File: src/rtl/nvram_responder.sv
// NVRAM device model on the active-low /CE /WE /OE strobe bus: commits writes on the
// trailing strobe edge, returns read data after a fixed access latency, flags violations.
module nvram_responder #(
  parameter int AddrWidth    = 8,
  parameter int DataWidth    = 8,
  parameter int AccessCycles = 3
) (
  input  logic                 Clk,
  input  logic                 Reset,
  input  logic                 CE,
  input  logic                 WE,
  input  logic                 OE,
  input  logic [AddrWidth-1:0] Addr,
  input  logic [DataWidth-1:0] DataIn,
  output logic [DataWidth-1:0] DataOut,
  output logic                 DataValid,
  output logic                 WriteStrobe,
  output logic                 Error,
  output logic [1:0]           State
);

  typedef enum logic [1:0] {
    IDLE   = 2'b00,
    SELECT = 2'b01,
    READ   = 2'b10,
    WRITE  = 2'b11
  } state_t;

  localparam logic [3:0] ACC = 4'(AccessCycles);

  state_t               state_q, state_d;
  logic [3:0]           cnt_q, cnt_d;
  logic [AddrWidth-1:0] lat_addr_q, lat_addr_d;
  logic [AddrWidth-1:0] hold_addr_q, hold_addr_d;
  logic [DataWidth-1:0] hold_data_q, hold_data_d;
  logic [DataWidth-1:0] dout_d;
  logic                 dv_d, ws_d, err_d;
  logic                 commit;
  logic                 rd_req, wr_req, viol;

  logic [DataWidth-1:0] mem [2**AddrWidth];

  assign rd_req = !CE && !OE && WE;
  assign wr_req = !CE && !WE && OE;
  assign viol   = !CE && !WE && !OE;

  always_comb begin
    state_d     = state_q;
    cnt_d       = cnt_q;
    lat_addr_d  = lat_addr_q;
    hold_addr_d = hold_addr_q;
    hold_data_d = hold_data_q;
    dout_d      = DataOut;
    dv_d        = DataValid;
    ws_d        = 1'b0;
    err_d       = Error;
    commit      = 1'b0;
    if (viol) begin
      // Bus contention: abandon whatever was in flight, never drive or commit.
      err_d   = 1'b1;
      dv_d    = 1'b0;
      state_d = SELECT;
    end else begin
      case (state_q)
        IDLE, SELECT: begin
          dv_d = 1'b0;
          if (rd_req) begin
            state_d    = READ;
            lat_addr_d = Addr;
            cnt_d      = ACC;
          end else if (wr_req) begin
            state_d     = WRITE;
            hold_addr_d = Addr;
            hold_data_d = DataIn;
          end else if (!CE) begin
            state_d = SELECT;
          end else begin
            state_d = IDLE;
          end
        end
        READ: begin
          if (CE || OE) begin
            dv_d    = 1'b0;
            cnt_d   = 4'd0;
            state_d = CE ? IDLE : SELECT;
          end else if (Addr != lat_addr_q) begin
            // Address moved under an open read: restart the access time.
            lat_addr_d = Addr;
            cnt_d      = ACC;
            dv_d       = 1'b0;
          end else if (cnt_q > 4'd1) begin
            cnt_d = cnt_q - 4'd1;
          end else begin
            cnt_d  = 4'd0;
            dv_d   = 1'b1;
            dout_d = mem[lat_addr_q];
          end
        end
        WRITE: begin
          if (CE || WE) begin
            commit  = 1'b1;
            ws_d    = 1'b1;
            state_d = CE ? IDLE : SELECT;
          end else begin
            hold_addr_d = Addr;
            hold_data_d = DataIn;
            if (Addr != hold_addr_q) err_d = 1'b1;
          end
        end
        default: state_d = IDLE;
      endcase
    end
  end

  always_ff @(posedge Clk or posedge Reset) begin
    if (Reset) begin
      state_q     <= IDLE;
      cnt_q       <= 4'd0;
      lat_addr_q  <= '0;
      hold_addr_q <= '0;
      hold_data_q <= '0;
      DataOut     <= '0;
      DataValid   <= 1'b0;
      WriteStrobe <= 1'b0;
      Error       <= 1'b0;
    end else begin
      state_q     <= state_d;
      cnt_q       <= cnt_d;
      lat_addr_q  <= lat_addr_d;
      hold_addr_q <= hold_addr_d;
      hold_data_q <= hold_data_d;
      DataOut     <= dout_d;
      DataValid   <= dv_d;
      WriteStrobe <= ws_d;
      Error       <= err_d;
    end
  end

  // The array survives Reset; commit is already dead while Reset holds state at IDLE.
  always_ff @(posedge Clk) begin
    if (commit && !Reset) mem[hold_addr_q] <= hold_data_q;
  end

  assign State = state_q;

endmodule

File: config.mk
export PLATFORM = sky130hd
export DESIGN_NAME = nvram_responder
export DESIGN_NICKNAME = d
export VERILOG_FILES = /design/src/rtl/nvram_responder.sv
export SDC_FILE = /design/constraint.sdc
export NUM_CORES = 2
export LEC_CHECK = 0
export ABC_AREA = 1
export CORE_MARGIN = 5
export CORE_UTILIZATION = 40
export DETAILED_ROUTE_END_ITERATION = 6
export GPL_ROUTABILITY_DRIVEN = 0
export PLACE_DENSITY = 0.6
export SLEW_MARGIN = 20
export SYNTH_ARGS = -nofsm -noshare
export SYNTH_HDL_FRONTEND = slang
export SYNTH_SLANG_ARGS = --single-unit
File: constraint.sdc
create_clock -name Clk -period 4.8 [get_ports Clk]
set_input_delay 0.72 -clock Clk [delete_from_list [all_inputs] [get_ports Clk]]
set_output_delay 0.72 -clock Clk [all_outputs]
set_load 0.005 [all_outputs]
== Yosys cells after proc, flatten, opt, wreduce, memory -nomap -nowiden ==
Memories as Yosys holds them, arrays and structs flattened. A register that Yosys moved wholly into a read port is not among the register bits.
Cells that the tools add are included.
Cells by class
  equality and inequality tests: 15
  magnitude comparators: 1
  add/subtract/negate cells: 1
  reductions and logical operators: 26
  bitwise logic cells: 4
  multiplexer cells: 38
Operators with widths (count)
  8-bit two-way mux: 9
  8-bit one-hot mux with 2 select lines: 3
  4-bit two-way mux: 4
  8-bit inequality test: 2
  5-bit AND reduction: 3
  1-bit two-way mux: 14
  2-bit inequality test, second input constant: 7
  2-bit two-way mux: 5
  4-bit one-hot mux with 2 select lines: 1
  2-bit nonzero test: 4
  1-bit logical AND: 6
  3-bit inequality test, second input constant: 2
  2-bit one-hot mux with 3 select lines: 1
  3-bit AND reduction: 2
  5-bit inequality test, second input constant: 1
  2-bit equality test, second input constant: 2
  4-bit by 1-bit > comparator with 1-bit output, second input constant: 1
  1-bit zero test: 4
  1-bit inverter: 4
  2-bit AND reduction: 2
  4-bit by 1-bit subtractor with 4-bit output, second input constant: 1
  3-bit nonzero test: 1
  2-bit by 1-bit equality test with 1-bit output, second input constant: 1
  2-bit zero test: 1
  3 further kinds: 4
Word-level totals
  input port bits: 21
  output and inout bits: 13
  logic and storage cells: 94
  bits in registers: 33
  RAM bits: 2048
  memories: 1
Memories
  mem: words 256, bits a word 8, rd ports 1, clocked after Yosys merged registers in 1, write ports 1, RTL line 41  | logic [DataWidth-1:0] mem [2**AddrWidth];

== Depth between registers and ports, before layout ==
  depth in word-level cells: 7
  depth in mapped cells: 15
  depth with buffers taken out: 11

== Worst setup path before layout ==
No wires, ideal clock.
  path kind: flip-flop to flip-flop
  from: reg hold_data_q[0]
  to: mem mem[0][0] (data pin)
  clock period less this slack: 3982 ps
  setup time: 803 ps
  stages on the path, launching flop included: 1
  setup slack: 818 ps
  required time: 3997 ps
  arrival time: 3179 ps
  path buffers: 0
  cells stage by stage: dfrtp_1
RTL lines
  start, declared: RTL line 35  | logic [DataWidth-1:0] hold_data_q, hold_data_d;
  start signal, assigned: RTL line 131  | hold_data_q <= hold_data_d;
  end, declared: RTL line 41
Straight into the memory's write port.

== Worst setup path in the final report ==
  from: reg lat_addr_q[0]
  to: reg DataOut[1] (read register of mem)
On the way
  longest elaborated chain between the ends: 3
Ends and longest elaborated chain
  start, declared: RTL line 33  | logic [AddrWidth-1:0] lat_addr_q, lat_addr_d;
  start signal, assigned: RTL line 129  | lat_addr_q <= lat_addr_d;
  8-bit inequality test: RTL line 86  | end else if (Addr != lat_addr_q) begin
  1-bit inverter (no source line)
  5-bit AND reduction (no source line)
  end, declared: RTL line 15  | output logic [DataWidth-1:0] DataOut,
Parallel ways exist; a longest one is shown, timed or not.
A chain may end at the register's enable or synchronous reset.

==> results.cfg <==
[clock_tree]
tritoncts = built
cts.sinks = 2089
cts_resized = 0
cts_root_buffer = clkbuf_16
ctsHoldBuffers = 0
cts_inserted_buffers = 203
path_clk_slew_ns = 0.06
htree_levels = 4
clockBufferDepth = 3
clock_latency_ns = 0.85
postCtsSetupBuffers = 0

[place]
portBuffers = 33
dp_hpwl_um = 132000

[synth]
synthArstFlopShare_pct = 1.96
synth_edf_count = 2048
synth_top_area_cell = edfxtp_1
synth_cells = 7145
synth_fp_nets = 7168
yosysWarningCount = 0
synth_common_cells = nand2_1 (2,151), edfxtp_1 (2,048), nand3_1 (2,042)
synth.most_common_cell = nand2_1
yosysSeqAreaShare_pct = 73.7
synth_ff_type = edfxtp_1
synth_top_area_share_pct = 72.5
synth_cell_types = 30
ys_ff_latch = 2089
ys_top_cells_by_area = edfxtp_1 (72%), nand3_1 (12%), nand2_1 (9.5%)
postSynthAreaPerCell_sq_um = 11.9
syn-cell-area_sq_um = 84800

[timing]
fin_worst_skew_ns = 0.0646
fmax_mhz = 285
final-setup-viol-count = 0
setup_tns_ns = 0
final_hold_viol_count = 0
period_share_pct = 73.2
slew_headroom_pct = 24.4
worst_pin_slew_ns = 1.13
fin_crit_ns = 3.51
drv_slew = 0
grt_setup_unrepaired = no

[floorplanning]
io_pins = 34
rows = 169
dieArea_sq_um = 221000
die_y_um = 471
start_util_pct = 40.1
fp.coreArea_sq_um = 211000
die_w_um = 471

[critical_path]
timing.rr.end = DataOut[1]
reg2reg_slack_ns = 1.29
worstPathRequired_ns = 5.57
end_kind = register
startpoint_type = register
r2r_start = lat_addr_q[0]
rr_worst_depth = 13
crit_arrival_ns = 4.28
crit_fanout = 181
critPathKind = register to register

[detailed_routing]
wl_met2_um = 109000
vias = 55226
ant_nets = 0
first_pass_iters = 6
drt-vias-per-instance = 5.52
drc = 0
wl_met3_um = 19600
wl_per_cell_um = 23.3
wl_met1_um = 95800
routed_wl_um = 233000
dr.max_layer_used = met4
drt_iter0_markers = 6618

[power]
power_mw = 48.0
ir_drop_uv = 442
powerDensity_nw_per_um2 = 510
p_leak_nw = 32.2

[grt]
grt_first_pass_wirelength_um = 343000
gr-usage-all-layers_pct = 20.4
grt_max_degree = 186
grt_pass1_vias = 53065
antenna_found_initial = 6
grt_overflow = 0

[job]
maxCapViolations = 0

[hold_path]
hold_path_class = input port to asynchronous set/reset pin

[cells_and_area]
finalCoreUtilization_pct = 44.5
areaGrowthSynthToFinish_pct = 10.9
drive_gt1_share_pct = 6.02
fin_nets = 7031

[status]
status = finished clean
## critical path, stage by stage, from the launching register on
cell,delay (ns)
dfrtp_4,0.55
inv_16,0.36
buf_12,0.38
buf_12,0.32
nand2_1,0.09
nand3_1,0.09
nand3_1,0.09
nand3_1,0.18
nand3_1,0.19
nand3_1,0.32
nand3_1,0.17
nand3_1,0.11
nand3_1,0.19
nand2_1,0.11
## area by class of cell
cell class	instances	area (sq um)
inverter	41	188
antenna	2	5.00
clock buffer	265	5470
tap	2821	3530
sequential	2089	62600
multi-input combinational	4530	19800
clock inverter	111	858
timing repair buffer	143	1660
fill	19334	117000
## power breakdown
part | switching, mW | internal, mW
sequential | 0.428 | 21.2
clock | 6.76 | 8.50
combinational | 8.42 | 2.64
total | 15.6 | 32.4
## placed cells by master (no fill, tap or decap), drive strengths merged, types with 21 or more instances in the layout
cell type      count
edfxtp          2048
clkinv            98
clkbuf           265
clkdlybuf4s50     33
inv               42
buf              110
nor2             277
nand2           2152
o21ai             21
nand3           2042
dfrtp             41
## metrics by stage
stage	std cells	hold slack, ns	setup slack (ns)	instance area, sq um
global placement	9624	0.464	0.705	87800
finish	10002	0.339	1.29	94100
floorplan	7145	0.465	0.818	84800
CTS	10000	0.308	1.38	94100
detailed placement	9624	0.461	0.754	87800
global route	10001	0.375	1.14	94100
## metal layers
layer,GRT usage (%),up-vias
li1,-,25133
met1,28.4,27115
met2,32.6,2526
met3,3.46,452
met4,7.15,0
met5,0,-
## registers in the layout (all words and copies together) (netlist names)
register	flops
mem	2048
DataOut	8
hold_addr_q	8
hold_data_q	8
lat_addr_q	8
cnt_q	4
State	2
DataValid	1
Error	1
WriteStrobe	1
## cell families (layout without fill, tap and decap cells)
logic type / Yosys count / after routing / synth area share [%]
AO/OA/AOI/OAI: 29 / 29 / 0.199
XOR/XNOR: 5 / 5 / 0.0516
adder cells (fa/ha/maj): 2 / 2 / 0.0295
buffers and inverters: 526 / 560 / 2.99
flip-flops: 2089 / 2089 / 73.7
multiplexers: 8 / 8 / 0.106
other: 0 / 2 / 0
AND/OR/NAND/NOR: 4486 / 4486 / 22.9
## how the worst max path moves through the flow
stage	from	end	slack, ns	cells past startpoint
6_report	lat_addr_q[0]	DataOut[1]	1.29	13
5_1_grt	lat_addr_q[0]	DataOut[0]	1.14	13
4_1_cts	lat_addr_q[0]	DataOut[7]	1.38	13
3_5_place_dp	CE	mem[83][7]	0.75	8
2_1_floorplan	hold_data_q[0]	mem[0][0]	0.82	0
3_3_place_gp	CE	mem[211][4]	0.71	8
(Power assumes the default switching activity.)
